===== src/rtl/sdram_cmd_pkg.sv =====
// sdram_cmd_pkg: command codes, field widths and timing-counter indices for the SDRAM command path
package sdram_cmd_pkg;
  localparam int CMD_W  = 3;
  localparam int BA_W   = 2;
  localparam int ADDR_W = 15;
  localparam int TMR_W  = 8;
  localparam int N_TMR  = 7;
  typedef enum logic [CMD_W-1:0] {
    CMD_NOP = 3'd0,
    CMD_ACT = 3'd1,
    CMD_RD  = 3'd2,
    CMD_WR  = 3'd3,
    CMD_PRE = 3'd4,
    CMD_REF = 3'd5,
    CMD_MRS = 3'd6,
    CMD_RSV = 3'd7
  } cmd_e;
  localparam int I_RCD = 0;
  localparam int I_RP  = 1;
  localparam int I_RC  = 2;
  localparam int I_RAS = 3;
  localparam int I_WR  = 4;
  localparam int I_RFC = 5;
  localparam int I_MRD = 6;
endpackage


===== src/rtl/sdram_tmr_down.sv =====
// sdram_tmr_down: loadable down-counter saturating at 0, with zero flag
import sdram_cmd_pkg::*;
module sdram_tmr_down (
  input  logic             clk,
  input  logic             rst_n,
  input  logic             load,
  input  logic [TMR_W-1:0] load_val,
  output logic             zero
);
  logic [TMR_W-1:0] cnt;
  always_ff @(posedge clk or negedge rst_n)
    if (!rst_n) cnt <= '0;
    else if (load) cnt <= load_val;
    else if (cnt != '0) cnt <= cnt - 1'b1;
  assign zero = (cnt == '0);
endmodule


===== src/rtl/sdram_cmd_timing_gate.sv =====
// sdram_cmd_timing_gate: holds each SDRAM command until its inter-command delays expire, then registers it to the PHY
import sdram_cmd_pkg::*;
module sdram_cmd_timing_gate #(
  parameter int T_RCD = 2,
  parameter int T_RP  = 2,
  parameter int T_RC  = 7,
  parameter int T_RAS = 5,
  parameter int T_WR  = 2,
  parameter int T_RFC = 7,
  parameter int T_MRD = 2
) (
  input  logic              clk,
  input  logic              rst_n,
  input  logic              s_cmd_valid,
  output logic              s_cmd_ready,
  input  logic [CMD_W-1:0]  s_cmd,
  input  logic [BA_W-1:0]   s_ba,
  input  logic [ADDR_W-1:0] s_addr,
  output logic              m_cmd_valid,
  output logic [CMD_W-1:0]  m_cmd,
  output logic [BA_W-1:0]   m_ba,
  output logic [ADDR_W-1:0] m_addr,
  output logic              busy
);
  if (T_RCD < 1 || T_RCD > 256 || T_RP < 1 || T_RP > 256 || T_RC < 1 || T_RC > 256 ||
      T_RAS < 1 || T_RAS > 256 || T_WR < 1 || T_WR > 256 || T_RFC < 1 || T_RFC > 256 ||
      T_MRD < 1 || T_MRD > 256) begin : g_bad_timing
    $error("sdram_cmd_timing_gate: every T_* must lie in 1..256");
  end
  localparam logic [TMR_W-1:0] LV [N_TMR] = '{TMR_W'(T_RCD - 1), TMR_W'(T_RP - 1),
    TMR_W'(T_RC - 1), TMR_W'(T_RAS - 1), TMR_W'(T_WR - 1), TMR_W'(T_RFC - 1), TMR_W'(T_MRD - 1)};
  logic [N_TMR-1:0] ld, z;
  logic acc, cas_ok, act_ok, pre_ok, mrs_ok, fwd;
  genvar i;
  for (i = 0; i < N_TMR; i++) begin : g_tmr
    sdram_tmr_down u_tmr (.clk, .rst_n, .load(ld[i]), .load_val(LV[i]), .zero(z[i]));
  end
  assign cas_ok = z[I_RCD] & z[I_RFC] & z[I_MRD];
  assign act_ok = z[I_RP] & z[I_RC] & z[I_RFC] & z[I_MRD];
  assign pre_ok = z[I_RAS] & z[I_WR] & z[I_RFC] & z[I_MRD];
  assign mrs_ok = z[I_RP] & z[I_RFC] & z[I_MRD];
  always_comb
    s_cmd_ready = (s_cmd == CMD_RD || s_cmd == CMD_WR)  ? cas_ok :
                  (s_cmd == CMD_ACT || s_cmd == CMD_REF) ? act_ok :
                  (s_cmd == CMD_PRE)                     ? pre_ok :
                  (s_cmd == CMD_MRS)                     ? mrs_ok : 1'b1;
  assign acc = s_cmd_valid & s_cmd_ready;
  assign fwd = acc && s_cmd != CMD_NOP && s_cmd != CMD_RSV;
  always_comb begin
    ld        = '0;
    ld[I_RCD] = acc && s_cmd == CMD_ACT;
    ld[I_RC]  = acc && s_cmd == CMD_ACT;
    ld[I_RAS] = acc && s_cmd == CMD_ACT;
    ld[I_RP]  = acc && s_cmd == CMD_PRE;
    ld[I_WR]  = acc && s_cmd == CMD_WR;
    ld[I_RFC] = acc && s_cmd == CMD_REF;
    ld[I_MRD] = acc && s_cmd == CMD_MRS;
  end
  assign busy = ~&z;
  always_ff @(posedge clk or negedge rst_n)
    if (!rst_n) begin
      m_cmd_valid <= 1'b0;
      m_cmd       <= CMD_NOP;
      m_ba        <= '0;
      m_addr      <= '0;
    end else begin
      m_cmd_valid <= fwd;
      m_cmd       <= fwd ? s_cmd : CMD_NOP;
      if (fwd) begin
        m_ba   <= s_ba;
        m_addr <= s_addr;
      end
    end
endmodule


===== config.mk =====
export PLATFORM = sky130hd
export DESIGN_NAME = sdram_cmd_timing_gate
export DESIGN_NICKNAME = d
export VERILOG_FILES = /design/src/rtl/sdram_cmd_pkg.sv /design/src/rtl/sdram_tmr_down.sv /design/src/rtl/sdram_cmd_timing_gate.sv
export SDC_FILE = /design/constraint.sdc
export NUM_CORES = 1
export LEC_CHECK = 0
export BUFFER_PORTS_ARGS = -buffer_cell sky130_fd_sc_hd__buf_2
export CORE_UTILIZATION = 58
export DETAILED_ROUTE_END_ITERATION = 7
export PLACE_DENSITY = 0.79
export SLEW_MARGIN = 20
export SYNTH_ARGS = -nofsm -noshare
export SYNTH_HDL_FRONTEND = slang
export SYNTH_SLANG_ARGS = --single-unit

===== constraint.sdc =====
create_clock -name clk -period 3 [get_ports clk]
set_input_delay 0.3 -clock clk [delete_from_list [all_inputs] [get_ports clk]]
set_output_delay 0.3 -clock clk [all_outputs]
set_load 0.01 [all_outputs]

Yosys cells after proc, flatten, opt, wreduce, memory -nomap -nowiden:

Cells that the tools add are included.

* register bits: 77
* output and inout port bits: 23
* input port bits: 23
* logic and storage cells: 88

* eq/ne operators: 7
* reduce and logical (&&, ||, !) cells: 33
* bitwise logic cells: 11
* mux-type cells: 19
* $add $sub $neg: 7

Operators by type and width (number)
* 8-bit 2-to-1 mux: 14
* 8-bit zero test: 7
* 8-bit nonzero test: 7
* 8-bit by 1-bit subtractor with 8-bit output (second input constant): 7
* 2-bit nonzero test: 7
* 1-bit AND: 11
* 3-bit == test (second input constant): 3
* 1-bit logical AND: 7
* 7-bit AND reduction: 1
* 3-bit by 2-bit == test with 1-bit output (second input constant): 2
* 1-bit 2-to-1 mux: 4
* 3-bit by 1-bit == test with 1-bit output (second input constant): 1
* 3-bit 2-to-1 mux: 1
* 3-bit inequality test (second input constant): 1
* 3-bit nonzero test: 1
* 1-bit logical OR: 2
* 1-bit zero test: 1

Depth between registers and ports, before layout:

Gate-level depths: netlist of the first run.

* depth in word-level cells: 11
* gate-level depth with buffers: 9
* mapped depth without buffers: 8

Modules after synthesis:

A second synthesis of the first run with hierarchy kept.

* cell total of the unflattened synthesis: 515
* area, all modules: 4640.7 µm²

Modules (own cells, without submodules)
* sdram_tmr_down: times used 7, seq. area each 200.2 µm², cells each 54, area each 476.7 µm²
* sdram_cmd_timing_gate: times used 1, seq. area each 525.5 µm², cells each 137, area each 1303.8 µm²

Worst setup path before layout of the first run:

No wires, ideal clock.

* path kind: reg2reg
* from: register g_tmr[5].u_tmr.cnt[0]
* to: register m_addr[10]
* period minus slack after synthesis: 2.726 ns
* arrival: 2.630 ns
* buffers on the path: 2
* setup time: 0.096 ns
* stages on the path, launching flop included: 10
* data required time: 2.904 ns
* slack: 0.274 ns
* cell sequence: dfrtp_1 -> inv_1 -> ha_1 -> or3b_2 -> nor4_4 -> a31oi_2 -> o41a_1 -> buf_6 -> buf_6 -> o32ai_2

* cells in the longest elaborated chain, start to end: 10
* elaborated cells on any way between the ends: 16
* those cells by class: 4 x mux; 9 x bitwise; 3 x reduce/logical

RTL lines
* from (decl): RTL line sdram_tmr_down.sv:10 `logic [TMR_W-1:0] cnt;`
* from (signal assigned): RTL line sdram_tmr_down.sv:13 `else if (load) cnt <= load_val;`
* from (signal assigned): RTL line sdram_tmr_down.sv:14 `else if (cnt != '0) cnt <= cnt - 1'b1;`
* 8-bit zero test *: RTL line sdram_tmr_down.sv:15 `assign zero = (cnt == '0);`
* 1-bit AND (2 in series): RTL line sdram_cmd_timing_gate.sv:41 `assign mrs_ok = z[I_RP] & z[I_RFC] & z[I_MRD];`
* 1-bit 2-to-1 mux: RTL line sdram_cmd_timing_gate.sv:46 `(s_cmd == CMD_MRS) ? mrs_ok : 1'b1;`
* 1-bit 2-to-1 mux: RTL line sdram_cmd_timing_gate.sv:45 `(s_cmd == CMD_PRE) ? pre_ok :`
* 1-bit 2-to-1 mux: RTL line sdram_cmd_timing_gate.sv:44 `(s_cmd == CMD_ACT || s_cmd == CMD_REF) ? act_ok :`
* 1-bit 2-to-1 mux *: RTL line sdram_cmd_timing_gate.sv:43 `s_cmd_ready = (s_cmd == CMD_RD || s_cmd == CMD_WR) ? cas_ok :`
* 1-bit AND *: RTL line sdram_cmd_timing_gate.sv:47 `assign acc = s_cmd_valid & s_cmd_ready;`
* 1-bit logical AND * (2 in series): RTL line sdram_cmd_timing_gate.sv:48 `assign fwd = acc && s_cmd != CMD_NOP && s_cmd != CMD_RSV;`
* to (signal assigned): RTL line sdram_cmd_timing_gate.sv:71 `m_addr <= s_addr;`
* to (decl): RTL line sdram_cmd_timing_gate.sv:22 `output logic [ADDR_W-1:0] m_addr,`

Mark *: on every way between the ends. The rest lies on a longest branch, timed or not.
A chain may end at the register's enable or synchronous reset.

Worst setup path in the final report of the first run:

* from: register g_tmr[1].u_tmr.cnt[4]
* to: output s_cmd_ready

* cells in the longest elaborated chain, start to end: 7
* elaborated cells on any way between the ends: 10
* those cells by class: 4 x mux; 5 x bitwise; 1 x reduce/logical

RTL lines
* from (decl): RTL line sdram_tmr_down.sv:10
* from (signal assigned): RTL line sdram_tmr_down.sv:13
* from (signal assigned): RTL line sdram_tmr_down.sv:14
* 8-bit zero test *: RTL line sdram_tmr_down.sv:15
* 1-bit AND (2 in series): RTL line sdram_cmd_timing_gate.sv:41
* 1-bit 2-to-1 mux: RTL line sdram_cmd_timing_gate.sv:46
* 1-bit 2-to-1 mux: RTL line sdram_cmd_timing_gate.sv:45
* 1-bit 2-to-1 mux *: RTL line sdram_cmd_timing_gate.sv:44
* 1-bit 2-to-1 mux *: RTL line sdram_cmd_timing_gate.sv:43
* to (decl): RTL line sdram_cmd_timing_gate.sv:15 `output logic s_cmd_ready,`

Marks and branches as above.

==> results.md, run 1 <==
- Final wirelength: approximately 8400 µm
- Predominant post-synthesis flop cell: dfrtp_1
- Mean routed wirelength per cell: between 15 and 20 µm
- Max FO, Critical Path: 6
- Die X: around 85 µm
- Reg clk slew, reported paths: ~0.08 ns
- DR pass1 iterations: 4
- Core Box Area: 0.00653 mm²
- EDFF count, synth: 0
- CP required: ~2.7 ns
- Max Transition Viols Final: 0
- Pin count of the biggest net entering global routing: roughly 80
- Synth async-reset ratio: 1.00
- Clock Sinks: just under 80
- CP cell instances: or4_4, or4_4, o21a_4, o41a_1, inv_2, buf_6
- Post-synth top area cell: dfrtp_1
- Clock root cell: clkbuf_8
- Yosys cell types: 47
- Syn_area_per_cell: around 10 µm²
- Synth Instances: between 300 and 400
- Critical Path Source Type: flip-flop
- Final worst path period share: 0.982
- Share of the synthesized area in the top cell type: 0.479
- Drt drc: 0
- Hold buffer count at CTS: 0
- Maxcap violations: 0
- Ant. Diodes: 0
- Maximum vdd drop: between 0.4 and 0.5 mV
- # port buffers: 45
- First-pass GRT wire length: about 14000 µm
- Setup_tns: 0 ns
- Fin nets: 497
- Syn_nets: between 400 and 500
- DIE AREA: 0.00727 mm²
- Crit Path Class: flip-flop to primary output
- CP arrival: around 2.6 ns
- Routed via count: 3078
- Final Critical Period: between 2 and 3 ns
- Max Clk Rate: 0.340 GHz
- Clock Latency Late Sink: 0.35 ns
- Setup violators final: 0
- Normalized max-slew margin: 0.373
- Max clock buf depth: 2
- Synth top cells by count: dfrtp_1 (77), nor2_1 (43), inv_1 (35), nand2_1 (29), xnor2_1 (24)
- Vias in the first global route: just over 3000
- RSZ-0062 raised after global routing: yes
- Slowest-stage cell, CP: or4_4
- Status: finished, final reports clean
- Most common cell in the netlist: dfrtp_1
- Top cell family by delay on the critical path: simple AND/OR/NAND/NOR gates
- Avg Vias per Cell: roughly 5.7
- Hold Path Class: primary input to asynchronous set/reset pin
- CP max stage delay: roughly 0.55 ns
- Initial DRC Count: 140
- Cell Rows: 29
- CTS tree: yes
- Synthesized area: approximately 0.004 mm²
- CTS buffer count: 9
- Hold Violations, Final: 0
- Fraction of layout cells with a size suffix above 1: 0.239
- Register area share after synthesis: 0.479
- Crit-path most repeated cell: or4_4
- Yosys reg bits: 77
- GR Overflow Total: 0
- CP bufs+invs: 2
- Dominant cells by area after synthesis: dfrtp_1 (48%), xnor2_1 (5.2%), ha_1 (4.4%)
- Area Growth Syn to Fin: 15.7%
- PwrDens: 850 mW/mm²
- Die H: about 85 µm
- Nature of the critical path endpoint: primary output
- Gp weighted congestion: a little over 0.8
- YS warnings: 0
- Leakage: ~2.2 nW
- Initial antenna violation count: 0
- Tot GR Track Use: 0.246
- Layout Skew: slightly above 0.01 ns
- Slew @ Worst Pin: roughly 0.94 ns
- H-tree depth: 3
- Io pins: 46
- Worst Hold Slack: around 0.095 ns
- Post-DP HPWL: 5820 µm
- Routed Antenna Nets: 0
- Initial Utilization: 0.616
==> layer usage <==
layer	vias to the layer above	part of all wire	global-route usage
met5	-	0	0
met4	0	0.021	0.0879
met3	20	0.030	0.0389
met2	63	0.49	0.411
met1	1473	0.46	0.328
li1	1522	-	-
==> cell families (layout without fill, tap and decap cells) <==
kind of cell             after synthesis  count (layout)  share of synthesized area
flip-flops                            77              77                      0.479
buffers and inverters                 46             114                     0.0473
multiplexers                           2               2                    0.00498
adder cells (fa/ha/maj)               14              14                     0.0435
AO/OA/AOI/OAI                         62              62                      0.124
XOR/XNOR                              38              38                     0.0827
AND/OR/NAND/NOR                      158             158                      0.219
==> final cells by class <==
cell class	instances	area (µm²)
Clock buffer	10	138
Clock inverter	6	37.5
Fill cell	480	1880
Inverter	35	131
Multi-Input combinational cell	274	1960
Sequential cell	77	1930
Tap cell	77	96.3
Timing Repair Buffer	63	369
==> path summary, 6_finish.rpt <==
kind	startpoint	to	slack (ns)	cells past startpoint
worst min-delay path	rst_n	g_tmr[2].u_tmr.cnt[3]	0.1	1
min in group clk	s_addr[0]	m_addr[0]	0.20	3
worst max register to register	g_tmr[6].u_tmr.cnt[0]	m_addr[5]	0.12	10
max in group asynchronous	rst_n	m_addr[14]	2.31	1
worst max-delay path	g_tmr[1].u_tmr.cnt[4]	s_cmd_ready	0.06	6
worst min register to register	g_tmr[6].u_tmr.cnt[5]	g_tmr[6].u_tmr.cnt[5]	0.47	1
==> layout by cell type, fill, tap and decap left out, types with 14 or more instances in the layout <==
cell type	instances
dfrtp_1	77
nor2_1	43
buf_2	43
inv_1	31
nand2_1	29
xnor2_1	24
a21oi_1	19
buf_4	19
xor2_1	14
nor3_1	14
==> flip-flops by register name, indices dropped and copies added, names as in the netlist <==
register	flops
g_tmr.u_tmr.cnt	56
m_addr	15
m_ba	2
m_cmd	3
m_cmd_valid	1
==> report_power, final <==
group / leakage, nW / internal (W) / switching [W]
clock network: 0.0962 / 0.000321 / 0.000384
registers: 0.931 / 0.00145 / 0.000365
logic: 1.14 / 0.000693 / 0.000749
total: 2.17 / 0.00246 / 0.00150
==> timing repair <==
action                     4_1_cts  5_1_grt
setup buffers                    2        5
setup endpoints to repair        1        1
gates resized for setup          6        9
pin swaps                        2        5
==> per-stage QoR <==
stage | util | power [W] | area, µm² | worst slack [ns] | std cells
floorplan | - | 0.00276 | 4020 | 0.274 | 397
global placement | 0.669 | 0.00305 | 4370 | 0.296 | 519
detailed placement | 0.669 | 0.00316 | 4370 | 0.201 | 519
CTS | 0.702 | 0.00392 | 4580 | 0.0148 | 537
global route | 0.713 | 0.00426 | 4660 | -0.0550 | 542
finish | 0.713 | 0.00396 | 4660 | 0.0554 | 542
Note: power is estimated with default switching activity, not from simulation.
==> inputs of run 2 (changes only) <==
--- a/config.mk
+++ b/config.mk
@@ -5,7 +5,7 @@
 export SDC_FILE = /design/constraint.sdc
 export NUM_CORES = 1
 export LEC_CHECK = 0
-export BUFFER_PORTS_ARGS = -buffer_cell sky130_fd_sc_hd__buf_2
+export BUFFER_PORTS_ARGS = -buffer_cell sky130_fd_sc_hd__buf_4
 export CORE_UTILIZATION = 58
 export DETAILED_ROUTE_END_ITERATION = 7
 export PLACE_DENSITY = 0.79
==> run 2 against run 1 <==
Global-route usage shrank 0.22 points. Flip-flop and latch count is the same. Via count is essentially flat. Critical path depth is the same. Largest cell class unchanged. Largest power group unchanged.
==> results.md, run 2 (synthesis results as in run 1) <==
- Routed via count: between 3000 and 4000
- Clock Latency Late Sink: between 0.3 and 0.4 ns
- Max FO, Critical Path: 6
- Hold buffer count at CTS: 0
- Area Growth Syn to Fin: 18.9%
- Vias in the first global route: 3110
- Die H: between 80 and 90 µm
- Core Box Area: ~0.0065 mm²
- Crit Path Class: flip-flop to primary output
- H-tree depth: 3
- DIE AREA: around 0.0073 mm²
- Initial DRC Count: ~190
- Drt drc: 0
- Initial antenna violation count: 0
- Routed Antenna Nets: 0
- Gp weighted congestion: roughly 0.9
- Maxcap violations: 0
- Largest registers: g_tmr.u_tmr.cnt: 56 flops, m_addr: 15 flops, m_cmd: 3 flops
- Normalized max-slew margin: 0.369
- Hold Path Class: primary input to asynchronous set/reset pin
- Initial Utilization: 0.616
- Die X: 85.3 µm
- Avg Vias per Cell: ~5.7
- Final Critical Period: 2.93 ns
- Mean routed wirelength per cell: approximately 15 µm
- Leakage: about 2.2 nW
- Max Clk Rate: 0.341 GHz
- Final worst path period share: 0.978
- Ant. Diodes: 0
- Post-DP Area: 0.00447 mm²
- Post-DP HPWL: between 5000 and 6000 µm
- Slew @ Worst Pin: around 0.95 ns
- Worst Hold Slack: roughly 0.086 ns
- Final wirelength: 8140 µm
- DR pass1 iterations: 4
- Max clock buf depth: 2
- Reg clk slew, reported paths: 0.08 ns
- RSZ-0062 raised after global routing: no
- Total chip power: 0.00412 W
- Status: finished, final reports clean
- Commonest non-fill, non-tap cells in the layout: dfrtp_1 (77), buf_4 (61), nor2_1 (43), inv_1 (34), nand2_1 (29)
- CTS buffer count: 9
- Layout Skew: 0.00888 ns
- Clock root cell: clkbuf_8
- Max Transition Viols Final: 0
- Maximum vdd drop: between 0.4 and 0.5 mV
- Fraction of layout cells with a size suffix above 1: 0.222
- CP arrival: 2.63 ns
- CTS tree: yes
- PwrDens: ~860 mW/mm²
- Top reg by flops: g_tmr.u_tmr.cnt
- Nature of the critical path endpoint: primary output
- Setup_tns: 0 ns
- Setup violators final: 0
- Fin nets: 495
- Hold Violations, Final: 0
- First-pass GRT wire length: 14000 µm
- Final Cell Area: about 0.0048 mm²
- Cell Rows: 29
- Tot GR Track Use: 0.244
- Critical Path Source Type: flip-flop
- # port buffers: between 40 and 50
- CP required: 2.70 ns
- Io pins: 46
- GR Overflow Total: 0
- Number of flip-flops under the largest register name: 56
- Clock Sinks: 77
- Commonest non-fill, non-tap cell in the layout: dfrtp_1
- Pin count of the biggest net entering global routing: 78
==> run 2: cell types whose count changed in the layout (fill, tap and decap cells not counted), moves of 2 or more <==
| cell | previous run | this run |
|---|---|---|
| buf_2 | 43 | 0 |
| buf_4 | 19 | 61 |
| bufinv_16 | 0 | 2 |
| clkbuf_1 | 0 | 2 |
| clkinv_2 | 4 | 0 |
| inv_1 | 31 | 34 |
| inv_2 | 4 | 1 |
==> run 2: what timing repair did <==
item,in CTS,in global routing
gates resized for setup,7,2
pin swaps,2,5
setup endpoints to repair,1,1
setup buffers,2,5
==> run 2: metal layers <==
layer  vias to the layer above  share of wire  GRT usage  wire length [µm]
li1                       1509              -          -                 -
met4                         0          0.018     0.0909               147
met2                        71           0.49      0.391              3960
met1                      1488           0.46      0.326              3730
met5                         -              0          0                 0
met3                        13          0.036     0.0564               296
==> run 2: critical path: stages (launching register included) <==
cell and delay [ns]:
dfrtp_1 0.39, or4_4 0.54, or4_4 0.44, o21a_4 0.26
o41a_1 0.44, inv_2 0.09, buf_4 0.12
==> run 2: stage by stage <==
stage | utilization | std cells | setup slack (ns)
3_5_place_dp | 0.684 | 517 | 0.174
2_1_floorplan | - | 397 | 0.274
3_3_place_gp | 0.684 | 517 | 0.297
4_1_cts | 0.725 | 535 | 0.00856
6_report | 0.732 | 540 | 0.0660
5_1_grt | 0.732 | 540 | 0.0130
==> run 2: final cells by class <==
class,instances,area [µm²]
flip-flops and latches,77,1930
repair buffers,61,458
well taps,77,96.3
multi-input cells,274,1940
clock inverters,3,67.6
clock buffers,13,159
inverters,35,131
fillers,471,1750
==> run 2: report_power, final <==
group / internal (W) / switching [W]
Combinational: 0.000711 / 0.000719
Sequential: 0.00145 / 0.000356
Clock: 0.000515 / 0.000372
==> run 2: final timing paths <==
| kind | from | endpoint | slack (ns) | cells past startpoint |
|---|---|---|---|---|
| min in group clk | s_addr[7] | m_addr[7] | 0.22 | 3 |
| min reg2reg | g_tmr[6].u_tmr.cnt[5] | g_tmr[6].u_tmr.cnt[5] | 0.47 | 1 |
| max reg2reg | g_tmr[1].u_tmr.cnt[3] | m_addr[2] | 0.26 | 6 |
| max | g_tmr[1].u_tmr.cnt[3] | s_cmd_ready | 0.07 | 6 |
| min | rst_n | g_tmr[2].u_tmr.cnt[5] | 0.09 | 1 |
| max in group asynchronous | rst_n | g_tmr[6].u_tmr.cnt[5] | 2.29 | 1 |
